--- config.mk ---
export PLATFORM = sky130hd
export DESIGN_NAME = four_bit_shift_add_multiplier
export DESIGN_NICKNAME = d
export VERILOG_FILES = /design/src/rtl/four_bit_shift_add_multiplier_pkg.sv /design/src/rtl/four_bit_shift_add_multiplier_adder.sv /design/src/rtl/four_bit_shift_add_multiplier.sv
export SDC_FILE = /design/constraint.sdc
export NUM_CORES = 1
export LEC_CHECK = 0
export CORE_MARGIN = 2
export CORE_UTILIZATION = 35
export CTS_CLUSTER_DIAMETER = 120
export DETAILED_ROUTE_END_ITERATION = 6
export GPL_TIMING_DRIVEN = 1
export HOLD_SLACK_MARGIN = 0.03
export PLACE_DENSITY = 0.62
export SLEW_MARGIN = 20
export SYNTH_ARGS = -nofsm -noshare
export SYNTH_HDL_FRONTEND = slang
export SYNTH_SLANG_ARGS = --single-unit
--- constraint.sdc ---
create_clock -name clk -period 2.66 [get_ports clk]
set_clock_uncertainty 0.2 [all_clocks]
set_input_delay 0.266 -clock clk [delete_from_list [all_inputs] [get_ports clk]]
set_output_delay 0.266 -clock clk [all_outputs]
set_load 0.03 [all_outputs]
--- src/rtl/four_bit_shift_add_multiplier_pkg.sv ---
// Shared constants and state encoding for the sequential shift-add multiplier.
package four_bit_shift_add_multiplier_pkg;

  localparam int OPERAND_W  = 4;
  localparam int PRODUCT_W  = 8;
  localparam int ITERATIONS = 4;
  localparam int COUNT_W    = 2;

  typedef enum logic [1:0] {
    IDLE = 2'd0,
    CALC = 2'd1,
    DONE = 2'd2
  } state_e;

  localparam logic [COUNT_W-1:0] LAST_COUNT = COUNT_W'(ITERATIONS - 1);

endpackage

--- src/rtl/four_bit_shift_add_multiplier_adder.sv ---
// 4-bit ripple-carry adder used as the add datapath of the shift-add multiplier.
module four_bit_full_adder_module
  import four_bit_shift_add_multiplier_pkg::*;
(
  input  logic [OPERAND_W-1:0] a,
  input  logic [OPERAND_W-1:0] b,
  input  logic                 cin,
  output logic [OPERAND_W-1:0] sum,
  output logic                 cout
);

  logic [OPERAND_W:0] carry;

  assign carry[0] = cin;

  for (genvar i = 0; i < OPERAND_W; i++) begin : g_bit
    assign sum[i]     = a[i] ^ b[i] ^ carry[i];
    assign carry[i+1] = (a[i] & b[i]) | (carry[i] & (a[i] ^ b[i]));
  end

  assign cout = carry[OPERAND_W];

endmodule

--- src/rtl/four_bit_shift_add_multiplier.sv ---
// Sequential 4x4 unsigned shift-add multiplier with start/busy/done handshake.
// Optional macro MULT_ZERO_BYPASS_EN: zero operands skip CALC and finish in one cycle.
module four_bit_shift_add_multiplier
  import four_bit_shift_add_multiplier_pkg::*;
(
  input  logic                 clk,
  input  logic                 reset,
  input  logic                 start,
  input  logic [OPERAND_W-1:0] multiplicand,
  input  logic [OPERAND_W-1:0] multiplier,
  output logic                 busy,
  output logic                 done,
  output logic [PRODUCT_W-1:0] product
);

  state_e               state_q, state_d;
  logic [OPERAND_W-1:0] m_q, a_q, q_q;
  logic [COUNT_W-1:0]   count_q;
  logic [PRODUCT_W-1:0] product_q;

  logic [OPERAND_W-1:0] add_b, add_sum;
  logic                 add_cout;

`ifdef MULT_ZERO_BYPASS_EN
  logic zero_op;
  assign zero_op = (multiplicand == '0) || (multiplier == '0);
`endif

  assign add_b = q_q[0] ? m_q : '0;

  four_bit_full_adder_module u_adder (
    .a    (a_q),
    .b    (add_b),
    .cin  (1'b0),
    .sum  (add_sum),
    .cout (add_cout)
  );

  // NOTE: sequential state uses non-blocking assignments so every register
  // samples pre-edge values regardless of process evaluation order.
  always_ff @(posedge clk) begin
    if (reset) state_q <= IDLE;
    else       state_q <= state_d;
  end

  // NOTE: state_d is defaulted before the case so no path leaves it unassigned
  // (which would infer a latch).
  always_comb begin
    state_d = state_q;
    case (state_q)
      IDLE: begin
        if (start) begin
`ifdef MULT_ZERO_BYPASS_EN
          state_d = zero_op ? DONE : CALC;
`else
          state_d = CALC;
`endif
        end
      end
      CALC:    if (count_q == LAST_COUNT) state_d = DONE;
      DONE:    state_d = IDLE;
      default: state_d = IDLE;
    endcase
  end

  always_comb begin
    busy = 1'b0;
    done = 1'b0;
    case (state_q)
      CALC:    busy = 1'b1;
      DONE:    done = 1'b1;
      default: ;
    endcase
  end

  // The carry out of each add lands directly in A[3] by the right shift, so the
  // C register is folded into the shift and needs no separate flop.
  always_ff @(posedge clk) begin
    if (reset) begin
      m_q       <= '0;
      a_q       <= '0;
      q_q       <= '0;
      count_q   <= '0;
      product_q <= '0;
    end else begin
      case (state_q)
        IDLE: begin
          if (start) begin
            m_q     <= multiplicand;
            q_q     <= multiplier;
            a_q     <= '0;
            count_q <= '0;
`ifdef MULT_ZERO_BYPASS_EN
            if (zero_op) product_q <= '0;
`endif
          end
        end
        CALC: begin
          a_q     <= {add_cout, add_sum[OPERAND_W-1:1]};
          q_q     <= {add_sum[0], q_q[OPERAND_W-1:1]};
          count_q <= count_q + COUNT_W'(1);
          // Capture the final shifted {A,Q} so product is valid during DONE.
          if (count_q == LAST_COUNT)
            product_q <= {add_cout, add_sum, q_q[OPERAND_W-1:1]};
        end
        default: ;
      endcase
    end
  end

  assign product = product_q;

endmodule

# Word level (Yosys, flattened, before mapping)
# Cells that the tools add are included.
[totals]
regBits = 24
inputBits = 11
output_inout_bits = 10
elab_cells = 47
[classes]
add_sub_neg = 1
eq_ne = 5
n_mux = 12
n_bitwise = 17
reduce_logical = 6
[ops]
columns = ["op", "count"]
rows = [
  ["case mux 4 bit (2 select lines)", 2],
  ["2-to-1 mux 4 bit", 3],
  ["case mux 2 bit (2 select lines)", 2],
  ["AND reduction 2 bit", 4],
  ["AND 1 bit", 7],
  ["bitwise XOR 1 bit", 7],
  ["2-to-1 mux 2 bit", 3],
  ["== test 2 bit (second input constant)", 2],
  ["!= test 2 bit (second input constant)", 2],
  ["bitwise OR 1 bit", 3],
  ["adder 2 x 1 -> 2 bit (second input constant)", 1],
  ["== test 2 x 1 -> 1 bit (second input constant)", 1],
  ["logical NOT 2 bit", 1],
  ["2-to-1 mux 1 bit", 2],
  ["nonzero test 2 bit", 1],
]

# Logic depth before layout (Yosys ltp)
[logic_depth]
depth_word = 9
depth_mapped = 8

# Modules after synthesis
# Synthesis repeated with hierarchy kept, for this count alone.
[unflattened]
hier_cells = 122
area_unflattened_um2 = 1072.3
[modules_own_cells]
columns = ["mod", "n_inst", "cells_each", "area_each_um2"]
rows = [
  ["four_bit_shift_add_multiplier", 1, 108, 954.7],
  ["four_bit_full_adder_module", 1, 14, 117.6],
]

# Least setup slack after synthesis
# OpenSTA, ideal clock, no wires.
[synth_path]
path_type = "register -> register"
startpoint = "register q_q[0]"
endpoint = "register a_q[2]"
arrival_ps = 2082
setup_slack_ps = 250
stages_incl_launch_ff = 9
synth_period_minus_slack_ps = 2410
cell_sequence = "dfxtp_1 > and2_1 > ha_1 > inv_1 > fa_1 > fa_1 > fa_1 > a2bb2oi_1 > nor2_1"
[synth_between]
elab_chain_cells = 8
elab_cells_between_ends = 13
[synth_lines]
columns = ["item", "line_no", "source"]
rows = [
  ["from (decl)", "four_bit_shift_add_multiplier.sv:17", "logic [OPERAND_W-1:0] m_q, a_q, q_q;"],
  ["from (signal assigned)", "four_bit_shift_add_multiplier.sv:90", "q_q <= multiplier;"],
  ["from (signal assigned)", "four_bit_shift_add_multiplier.sv:100", "q_q <= {add_sum[0], q_q[OPERAND_W-1:1]};"],
  ["2-to-1 mux 4 bit *", "four_bit_shift_add_multiplier.sv:29", "assign add_b = q_q[0] ? m_q : '0;"],
  ["AND 1 bit / bitwise XOR 1 bit (equally long branches)", "four_bit_shift_add_multiplier_adder.sv:18", "assign carry[i+1] = (a[i] & b[i]) | (carry[i] & (a[i] ^ b[i]));"],
  ["AND 1 bit", "four_bit_shift_add_multiplier_adder.sv:18", ""],
  ["bitwise OR 1 bit", "four_bit_shift_add_multiplier_adder.sv:18", ""],
  ["AND 1 bit", "four_bit_shift_add_multiplier_adder.sv:18", ""],
  ["bitwise OR 1 bit", "four_bit_shift_add_multiplier_adder.sv:18", ""],
  ["bitwise XOR 1 bit *", "four_bit_shift_add_multiplier_adder.sv:17", "assign sum[i] = a[i] ^ b[i] ^ carry[i];"],
  ["case mux 4 bit (2 select lines) *", "four_bit_shift_add_multiplier.sv:86", "case (state_q)"],
  ["to (signal assigned)", "four_bit_shift_add_multiplier.sv:99", "a_q <= {add_cout, add_sum[OPERAND_W-1:1]};"],
  ["to (decl)", "four_bit_shift_add_multiplier.sv:17", ""],
]
# Every way passes the cells marked *; elsewhere a longest branch is shown, timed or not.
# A chain may end at the register's enable or synchronous reset.

# Final worst setup path
# Ends and elaborated chain as after synthesis.

==> impl_metrics.ini <==
[outcome]
outcome = finished with violations
violations = DRC

[synth]
synth_fp_nets = 125
ys_seq_area_share_pct = 45.93
syn_area_mm2 = 0.001046
synth_top_family_by_area = simple AND/OR/NAND/NOR gates
synth-seq-cells = 24
syn_inst = 109
synth-xor-area-share_pct = 0
synth-simple-area-share_pct = 16.03
yosys_warnings = 0
yosys.area_share.adder_pct = 8.134
synth.avg_cell_area_um2 = 9.596
synth_cell_type_count = 25
synth_mux_area_share_pct = 8.612
synth-compound-area-share_pct = 14.59

[placed_design]
place_hpwl_um = 1413
place_ws_ns = 0.1256
place_area_mm2 = 0.001245
port_buffers = 20
gp_congestion = 0.6925

[worst_setup_path]
cp_max_fo = 5
r2r-start = q_q[0]$_SDFFE_PP0P_
path_cells = and2_1 > ha_1 > inv_1 > fa_1 > fa_1 > fa_1 > a2bb2oi_2 > nor2_1
slowest_stage = fa_1
cp_slowest_stage_delay_ns = 0.53
cp.arrival_ns = 2.47
crit_top_cell = fa_1
crit_type = flip-flop to flip-flop
crit_required_ns = 2.64
r2r-end = a_q[2]$_SDFFE_PP0P_
worstSetupStartpointType = flip-flop
r2r_slack_ns = 0.17
reg2regPathDepth = 8
endpoint_kind = flip-flop

[clock_tree]
cts_buffers = 3
clock_sinks = 24
clk_latency_ns = 0.31
clk_root_buffer_cell = clkbuf_4
clkTransAtPathRegs_ns = 0.12
htreeDepth = 1
post_cts_buffers = 0
clockBufferDepth = 2
tritoncts = done

[sta]
tightest_slew_ns = 0.8995
tns_ns = 0
timing.final.crit_share_pct = 93.65
min_period_ns = 2.491
fmax_ghz = 0.4014
finalHoldViolCount = 0
slew_headroom_pct = 39.84
setup_viol = 0
grt_setup_unrepaired = false
setup_slack_ns = 0.1689
final_max_slew_viol_count = 0

[floorplan]
initial_core_util_pct = 37.29
die-width_um = 58.67
num_rows = 19
ioPinCount = 21
core_area_mm2 = 0.002805
die-area_mm2 = 0.003442
die_h_um = 58.67

[power]
irDropWorstVdd_v = 0.0002688
p_total_uw = 607.7
power_leakage_uw = 0.0004471
power.density_mw_per_mm2 = 476.6

[global_route]
overflow = 0
grt_pass1_vias = 749
grt_pass1_wl_um = 3360
track_usage_pct = 12.93
grt_antenna_before_repair = 0
grt_max_degree = 25

[detailed_routing]
drc = 1
postRouteAntennaNets = 0
routedWlPerCell_um = 12.87
drt-total-wl_um = 2020
first_iter_violations = 36
vias_per_cell = 4.994
via_count = 784
firstDrtPassIters = 6

[cells_and_area]
mostFrequentLayoutCells = dfxtp_1, clkdlybuf4s50_1, nor2_1
drive_gt1_share_pct = 5.556
layout.nets = 144
diodes = 0
regArea_um2 = 481.7
design_area_mm2 = 0.001275
multi_input_area_um2 = 501.7
n_fill_cell = 286
layout_commonest_cell = dfxtp_1
areaGrowthSynthToFinish_pct = 21.89

[flow_run]
max_cap_viol_count = 0

[min_path]
min_to = m_q[0]$_SDFFE_PP0P_
hold_path_class = flip-flop to flip-flop
whs_path_depth = 2
worstHoldStart = m_q[0]$_SDFFE_PP0P_
## routing by layer
| layer | up-vias | global-route usage, % | wire length (µm) |
|---|---|---|---|
| met3 | 2 | 4.396 | 113 |
| li1 | 404 | - | - |
| met1 | 358 | 18.09 | 973 |
| met2 | 20 | 19.42 | 924 |
| met4 | 0 | 2.922 | 8 |
| met5 | - | 0 | 0 |
## cell type report
| class | instances | share of cell area, % |
|---|---|---|
| inverter | 6 | 1.766 |
| timing repair buffer | 21 | 16.29 |
| clock buffer | 3 | 1.766 |
| tap | 31 | 3.042 |
| sequential | 24 | 37.78 |
| multi-input combinational | 72 | 39.35 |
## cell families (layout without fill, tap and decap cells)
kind of cell | count (synthesis) | after routing
and+or+nand+nor | 36 | 36
DFF | 24 | 24
AOI/OAI and AO/OA | 22 | 22
buffers and inverters | 13 | 30
muxes | 9 | 9
adders and majority gates | 5 | 5
## state kept, by name (all words and copies together) (netlist names)
signal   count
m_q          4
q_q          4
count_q      2
product      8
state_q      2
a_q          4
## per-stage QoR
stage | hold slack (ns) | std cells | util [%]
after global placement | 0.2637 | 154 | 44.38
after floorplan | 0.1388 | 109 | -
final | 0.2966 | 157 | 45.45
after global routing | 0.3295 | 157 | 45.45
after CTS | 0.2960 | 157 | 45.18
after detailed placement | 0.2747 | 154 | 44.38
## how the worst max path moves through the flow
stage | from | end | slack, ns
after floorplan | q_q[0]$_SDFFE_PP0P_ | a_q[2]$_SDFFE_PP0P_ | 0.25
after global placement | q_q[0]$_SDFFE_PP0P_ | a_q[2]$_SDFFE_PP0P_ | 0.19
after detailed placement | q_q[0]$_SDFFE_PP0P_ | a_q[2]$_SDFFE_PP0P_ | 0.13
after CTS | q_q[0]$_SDFFE_PP0P_ | a_q[2]$_SDFFE_PP0P_ | 0.10
after global routing | q_q[0]$_SDFFE_PP0P_ | a_q[2]$_SDFFE_PP0P_ | 0.02
final | q_q[0]$_SDFFE_PP0P_ | a_q[2]$_SDFFE_PP0P_ | 0.17
## power by group
group          internal, µW  total (µW)  switching (µW)  leakage (µW)
Clock                  52.9         156             103     0.0000138
Sequential              372         383            11.0      0.000196
Combinational          34.8        68.5            33.8      0.000238
Total                   459         608             148      0.000447
## synth_stat cells
master     number  area [µm²]
a22oi_1         1       7.510
a211oi_1        6       45.04
a21oi_1         5       25.02
ha_1            2       25.02
nor3_1          3       15.01
nor3b_1         1       7.510
a2bb2oi_1       4       35.03
a211oi_2        1       12.51
o21ai_0         4       20.02
o21bai_1        1       7.510
inv_1           6       22.52
nand2_1         7       26.28
or3b_1          1       8.760
nand2b_1        3       18.77
buf_6           2       22.52
mux2i_1         9       90.09
and2_1          1       6.260
nor2b_1         2       12.51
fa_1            3       60.06
clkbuf_1        2       7.510
buf_4           1       7.510
dfxtp_1        24       480.5
nor2_1         17       63.81
and3b_1         1       8.760
buf_2           2       10.01
## repair_timing
| action | CTS | global route |
|---|---|---|
| endpoints found under the setup margin | 0 | 1 |
| hold buffers | 0 | 0 |
| gates resized for setup | 0 | 2 |
## critical path, delay by kind of cell, from the launching register on
family / cells / cell delay [ns]
buffers and inverters: 1 / 0.05
AND/OR/NAND/NOR: 2 / 0.17
flip-flops: 1 / 0.38
AO/OA/AOI/OAI: 1 / 0.14
adder cells (fa/ha/maj): 4 / 1.44
(Power assumes the default switching activity.)
